==> src/rtl/register_file_param_if.sv <==
// Register file bus: two read address/data pairs, one write port, ready flag.
// The master drives addresses and write data; the slave (register file) drives
// read data and o_Ready.
interface register_file_param_if #(
  parameter int DATA_W = 8,
  parameter int ADDR_W = 2
);
  logic [ADDR_W-1:0] i_Read_Sel_1;
  logic [ADDR_W-1:0] i_Read_Sel_2;
  logic              i_Write_En;
  logic [ADDR_W-1:0] i_Write_Sel;
  logic [DATA_W-1:0] i_Write_Data;
  logic [DATA_W-1:0] o_Read_Data_1;
  logic [DATA_W-1:0] o_Read_Data_2;
  logic              o_Ready;

  modport master (
    output i_Read_Sel_1, i_Read_Sel_2, i_Write_En, i_Write_Sel, i_Write_Data,
    input  o_Read_Data_1, o_Read_Data_2, o_Ready
  );

  modport slave (
    input  i_Read_Sel_1, i_Read_Sel_2, i_Write_En, i_Write_Sel, i_Write_Data,
    output o_Read_Data_1, o_Read_Data_2, o_Ready
  );
endinterface

==> src/rtl/register_file_param.sv <==
// Parametrised DEPTH x DATA_W register file: two combinational read ports,
// one synchronous write port, post-reset clear sequencer driving o_Ready.
// Optional feature macro: REGFILE_BYPASS_EN (same-cycle write-to-read forward).

// One read port: stored-data mux, optional forward, R0 zeroing, CLEAR gating.
module register_file_param_rd #(
  parameter int DATA_W  = 8,
  parameter int ADDR_W  = 2,
  parameter bit ZERO_R0 = 1'b0
) (
  input  logic [(1<<ADDR_W)-1:0][DATA_W-1:0] i_Regs,
  input  logic [ADDR_W-1:0]                  i_Sel,
  input  logic                               i_Run,
  input  logic                               i_Fwd_Hit,
  input  logic [DATA_W-1:0]                  i_Fwd_Data,
  output logic [DATA_W-1:0]                  o_Data
);
  // Priority: CLEAR forces 0, then R0 zeroing, then forward, then storage.
  always_comb begin
    o_Data = '0;
    if (i_Run) begin
      o_Data = i_Fwd_Hit ? i_Fwd_Data : i_Regs[i_Sel];
      if (ZERO_R0 && (i_Sel == '0)) o_Data = '0;
    end
  end
endmodule

module register_file_param #(
  parameter int                 DATA_W    = 8,
  parameter int                 ADDR_W    = 2,
  parameter logic [DATA_W-1:0]  RESET_VAL = '0,
  parameter bit                 ZERO_R0   = 1'b0
) (
  input logic                  i_Clk,
  input logic                  i_Rst,
  register_file_param_if.slave bus
);
  localparam int DEPTH  = 1 << ADDR_W;
  localparam int NUM_RD = 2;

  typedef enum logic {CLEAR, RUN} state_t;

  state_t                         r_state, w_state_nxt;
  logic [ADDR_W-1:0]              r_clr_cnt, w_clr_cnt_nxt;
  logic [DEPTH-1:0][DATA_W-1:0]   r_regs;
  logic                           w_run;
  logic                           w_wr_ok;
  logic [NUM_RD-1:0][ADDR_W-1:0]  w_rd_sel;
  logic [NUM_RD-1:0][DATA_W-1:0]  w_rd_data;
  logic [NUM_RD-1:0]              w_fwd_hit;

  assign w_run   = (r_state == RUN);
  // Writes to R0 are dropped outright when R0 is hardwired to zero.
  assign w_wr_ok = bus.i_Write_En && !(ZERO_R0 && (bus.i_Write_Sel == '0));

  // State register; reset restarts the clear walk at entry 0 from any state.
  always_ff @(posedge i_Clk) begin
    if (i_Rst) begin
      r_state   <= CLEAR;
      r_clr_cnt <= '0;
    end else begin
      r_state   <= w_state_nxt;
      r_clr_cnt <= w_clr_cnt_nxt;
    end
  end

  // Next state: walk every entry once in CLEAR, then stay in RUN.
  always_comb begin
    w_state_nxt   = r_state;
    w_clr_cnt_nxt = r_clr_cnt;
    if (r_state == CLEAR) begin
      w_clr_cnt_nxt = r_clr_cnt + 1'b1;
      if (r_clr_cnt == ADDR_W'(DEPTH - 1)) w_state_nxt = RUN;
    end
  end

  // Storage: clear writes win in CLEAR (user writes dropped); user writes in RUN.
  always_ff @(posedge i_Clk) begin
    if (!i_Rst) begin
      if (!w_run)        r_regs[r_clr_cnt]       <= RESET_VAL;
      else if (w_wr_ok)  r_regs[bus.i_Write_Sel] <= bus.i_Write_Data;
    end
  end

  assign w_rd_sel = {bus.i_Read_Sel_2, bus.i_Read_Sel_1};

  genvar gi;
  generate
    for (gi = 0; gi < NUM_RD; gi++) begin : g_rd
`ifdef REGFILE_BYPASS_EN
      assign w_fwd_hit[gi] = bus.i_Write_En && (w_rd_sel[gi] == bus.i_Write_Sel);
`else
      assign w_fwd_hit[gi] = 1'b0;
`endif
      register_file_param_rd #(
        .DATA_W (DATA_W),
        .ADDR_W (ADDR_W),
        .ZERO_R0(ZERO_R0)
      ) u_rd (
        .i_Regs    (r_regs),
        .i_Sel     (w_rd_sel[gi]),
        .i_Run     (w_run),
        .i_Fwd_Hit (w_fwd_hit[gi]),
        .i_Fwd_Data(bus.i_Write_Data),
        .o_Data    (w_rd_data[gi])
      );
    end
  endgenerate

  assign bus.o_Read_Data_1 = w_rd_data[0];
  assign bus.o_Read_Data_2 = w_rd_data[1];
  assign bus.o_Ready       = w_run;
endmodule

==> src/flat_wrapper.sv <==
// flat-port wrapper written by rule: the top's interface ports become plain ports
module register_file_param_flat 
#(
  parameter int                 DATA_W    = 8,
  parameter int                 ADDR_W    = 2,
  parameter logic [DATA_W-1:0]  RESET_VAL = '0,
  parameter bit                 ZERO_R0   = 1'b0
)
  (i_Clk, i_Rst, bus_i_Read_Sel_1, bus_i_Read_Sel_2, bus_i_Write_En, bus_i_Write_Sel, bus_i_Write_Data, bus_o_Read_Data_1, bus_o_Read_Data_2, bus_o_Ready);
  register_file_param_if #(.DATA_W(DATA_W), .ADDR_W(ADDR_W)) bus_i ();
  input logic i_Clk;
  input logic i_Rst;
  input wire logic [$bits(bus_i.i_Read_Sel_1)-1:0] bus_i_Read_Sel_1;
  input wire logic [$bits(bus_i.i_Read_Sel_2)-1:0] bus_i_Read_Sel_2;
  input wire logic [$bits(bus_i.i_Write_En)-1:0] bus_i_Write_En;
  input wire logic [$bits(bus_i.i_Write_Sel)-1:0] bus_i_Write_Sel;
  input wire logic [$bits(bus_i.i_Write_Data)-1:0] bus_i_Write_Data;
  output wire logic [$bits(bus_i.o_Read_Data_1)-1:0] bus_o_Read_Data_1;
  output wire logic [$bits(bus_i.o_Read_Data_2)-1:0] bus_o_Read_Data_2;
  output wire logic [$bits(bus_i.o_Ready)-1:0] bus_o_Ready;
  assign bus_i.i_Read_Sel_1 = bus_i_Read_Sel_1;
  assign bus_i.i_Read_Sel_2 = bus_i_Read_Sel_2;
  assign bus_i.i_Write_En = bus_i_Write_En;
  assign bus_i.i_Write_Sel = bus_i_Write_Sel;
  assign bus_i.i_Write_Data = bus_i_Write_Data;
  assign bus_o_Read_Data_1 = bus_i.o_Read_Data_1;
  assign bus_o_Read_Data_2 = bus_i.o_Read_Data_2;
  assign bus_o_Ready = bus_i.o_Ready;
  register_file_param #(.DATA_W(DATA_W), .ADDR_W(ADDR_W), .RESET_VAL(RESET_VAL), .ZERO_R0(ZERO_R0)) u_core (.i_Clk(i_Clk), .i_Rst(i_Rst), .bus(bus_i));
endmodule
==> config.mk <==
export PLATFORM = sky130hd
export DESIGN_NAME = register_file_param_flat
export DESIGN_NICKNAME = d
export VERILOG_FILES = /design/src/rtl/register_file_param_if.sv /design/src/rtl/register_file_param.sv /design/src/flat_wrapper.sv
export SDC_FILE = /design/constraint.sdc
export NUM_CORES = 1
export LEC_CHECK = 0
export ABC_CLOCK_PERIOD_IN_PS = 2000
export CORE_UTILIZATION = 36
export CTS_BUF_LIST = sky130_fd_sc_hd__clkbuf_2
export CTS_CLUSTER_SIZE = 20
export DETAILED_ROUTE_END_ITERATION = 10
export PLACE_DENSITY = 0.56
export SLEW_MARGIN = 20
export SYNTH_ARGS = -nofsm -noshare
export SYNTH_HDL_FRONTEND = slang
export SYNTH_SLANG_ARGS = --single-unit
==> constraint.sdc <==
create_clock -name i_Clk -period 2 [get_ports i_Clk]
set_input_delay 0.2 -clock i_Clk [delete_from_list [all_inputs] [get_ports i_Clk]]
set_output_delay 0.2 -clock i_Clk [all_outputs]
set_load 0.01 [all_outputs]
==> metrics.txt <==
post-synth top area share 0.4489; hpwl dp 4358 um; number of global-route vias before repair 1684; CTS Buf Count 5; crit path cell chain clkdlybuf4s50_1 > buf_12 > mux2i_1 > o22ai_1 > clkdlybuf4s50_1; Antenna Violating Nets Remaining 0; Cells after DPL 273; WHS Endpoint u_core.r_clr_cnt[0]$_SDFFE_PP0N_; count leader, synth mux2i_1; io pins 34; core area 5608 um^2; startpoint of the worst hold path i_Rst; wire length per cell between 20 and 25 um; Clock Latency Late Sink 360 ps; clock-pin slew on the worst setup and hold paths 170 ps; WHS Path Cells 2; RSZ-0062 raised after global routing yes; CP Data Arrival Time 1750 ps; asr flop ratio synth 0; clk sinks 35; post-synthesis average cell area 12.37 um^2; GRT Overall Usage 0.1956; Post-synth EDFFs 32; Clk pwr share 0.152; Post-Syn Area between 2000 and 2500 um^2; status completed; Worst R2R Setup Slack 570 ps; Overflow after GRT 0; sequential power share 0.538; Via density 5.993; DRT iter0 DRCs approximately 130; Max VDD drop roughly 320 uV; max frequency 0.5115 GHz; Clock Path Buffers 2; final-stage net count 230; total wire length 5643 um; synth cell count leaders 33 x mux2i_1, 32 x edfxtp_1, 21 x a32o_1; antenna fix cells 0; Final Hold Viols 0; worst hold path class primary input to register; Final min period 1955 ps; clock root buffer master clkbuf_2; FF-to-FF path depth 3; Syn Nets 194; post-place setup slack 25.71 ps; yosys warns 0; count of cell types in the netlist 28; Pre-Repair DR Iteration Count 4; first-pass GRT wire length 9149 um; Int Power around 1.4 mW; CTS tree yes; Top cell by count, worst path clkdlybuf4s50_1; CTS hold repair buffers 0; worst slew pin tran 576.2 ps; top_reg_cell synth edfxtp_1; Die X 79.12 um; Syn Inst Count 173; Relative slew margins 0.6151; end of the worst register-to-register path u_core.r_regs[29]$_DFFE_PP_; logic gate share of total power 0.310; largest net degree at the start of global routing 45; Synth area leader edfxtp_1; Critical Path RT 1800 ps; Final Max Tran Viols 0; # setup viols final 0; Crit Path Max Fanout 16; CP peak stage delay 590 ps; Final Skew 7.507 ps; die area between 6000 and 7000 um^2; Buf/Inv on CP 3; Critical-path top delay cell clkdlybuf4s50_1; crit path kind primary input to output pin; CP Launch Type primary input; PortBufs 33; # rows 27; final worst slack 45.04 ps; Setup crit end kind output pin; synth top area cells edfxtp_1 45%, mux2i_1 15%, a32o_1 9.8%; Final Wtd Congestion 0.8810; antenna violations before repair 0; H-tree depth 2; DRC violations left 0; register area share after synthesis 0.4769; final setup TNS 0 ps; net switching power figure ~0.67 mW; maxcap violations 0; critical path's top delay family buffers and inverters; Final Core Density 0.4712; final cell count without fillers 281; pwr/cell area between 700 and 800 nW/um^2; period utilization 0.9775; reg2reg start u_core.bus.o_Ready$_SDFF_PP0_; Vert. Die Dim 79.12 um; Yosys reg bits 35; share of post-route cells with drive strength above 1 0.1627; area grow syn2layout 23.44%; via count 1684; Lkg Pwr 1.133 nW; Initial Utilization 0.3817; sw frac 0.3288
==> worst max-delay path by stage <==
stage,cells after the start,from,end,slack [ps]
after floorplan,3,u_core.bus.o_Ready$_SDFF_PP0_,u_core.r_regs[10]$_DFFE_PP_,480
after global placement,5,bus_i_Read_Sel_2[1],bus_o_Read_Data_2[0],30
after detailed placement,4,bus_i_Read_Sel_1[0],bus_o_Read_Data_1[2],30
after CTS,5,bus_i_Read_Sel_1[1],bus_o_Read_Data_1[6],10
after global routing,2,u_core.bus.o_Ready$_SDFF_PP0_,bus_o_Ready,-7
final,5,bus_i_Read_Sel_2[1],bus_o_Read_Data_2[6],50
==> cells in the final DEF (no fill, tap or decap), types with 2 or more instances in the layout <==
cell / n
nor3b_1: 2
nor2_2: 5
a32o_1: 21
nand2b_2: 2
mux2i_1: 33
o2bb2ai_1: 6
o22ai_1: 13
clkbuf_2: 5
nand2_1: 9
inv_1: 3
dfxtp_1: 2
a31o_2: 2
a21oi_1: 3
dlymetal6s2s_1: 10
o22ai_2: 3
ha_1: 4
nand3b_1: 2
buf_12: 2
nor2_1: 3
edfxtp_1: 32
o32ai_1: 2
clkdlybuf4s50_1: 23
buf_4: 8
nand2_2: 2
==> what timing repair did <==
action | in CTS | in global routing
pin swaps | 0 | 0
resized for setup | 7 | 13
setup endpoints to repair | 17 | 14
buffers inserted | 0 | 1
==> registers in the layout, indices dropped and copies added, names as in the netlist <==
| register | cells |
|---|---|
| u_core.r_regs | 32 |
| u_core.r_clr_cnt | 2 |
| u_core.bus.o_Ready | 1 |
==> final cells by class <==
| class | count | area [um^2] |
|---|---|---|
| inverter | 3 | 11.26 |
| multi-input combinational | 120 | 1016 |
| clock inverter | 2 | 8.758 |
| fill | 519 | 2965 |
| tap | 72 | 90.09 |
| timing repair buffer | 44 | 466.7 |
| clock buffer | 5 | 25.02 |
| sequential | 35 | 1025 |
==> per-stage QoR <==
step	instance area [um^2]	power (mW)	hold slack, ps
global route	2643	2.146	547.2
CTS	2591	2.043	531.0
finish	2643	2.041	548.0
global placement	2540	1.714	548.9
detailed placement	2540	1.739	554.0
floorplan	2141	1.506	272.4
==> per-layer routing <==
metal / GRT usage / part of all wire / wire length, um
met5: 0 / 0 / 0
met4: 0.09455 / 0.028 / 160
met3: 0.03678 / 0.063 / 355
met2: 0.3250 / 0.48 / 2708
met1: 0.2431 / 0.43 / 2419
==> cell families after synthesis <==
kind of cell,Yosys count,synth area share
mux,33,0.1543
xor+xnor,1,0.004092
compound gates,52,0.2016
simple gates,30,0.07773
buf+inv,18,0.06195
fa+ha+maj,4,0.02338
flops,35,0.4769
==> power groups by stage <==
stage | clock, mW | sequential (mW) | combinational [mW]
4_1_cts | 0.314 | 1.10 | 0.628
6_report | 0.311 | 1.10 | 0.633
3_5_place_dp | 0 | 1.12 | 0.624
3_3_place_gp | 0 | 1.11 | 0.603
5_1_grt | 0.335 | 1.12 | 0.692
2_1_floorplan | 0 | 1.07 | 0.438
No activity file was read; power rests on OpenSTA's default activity.
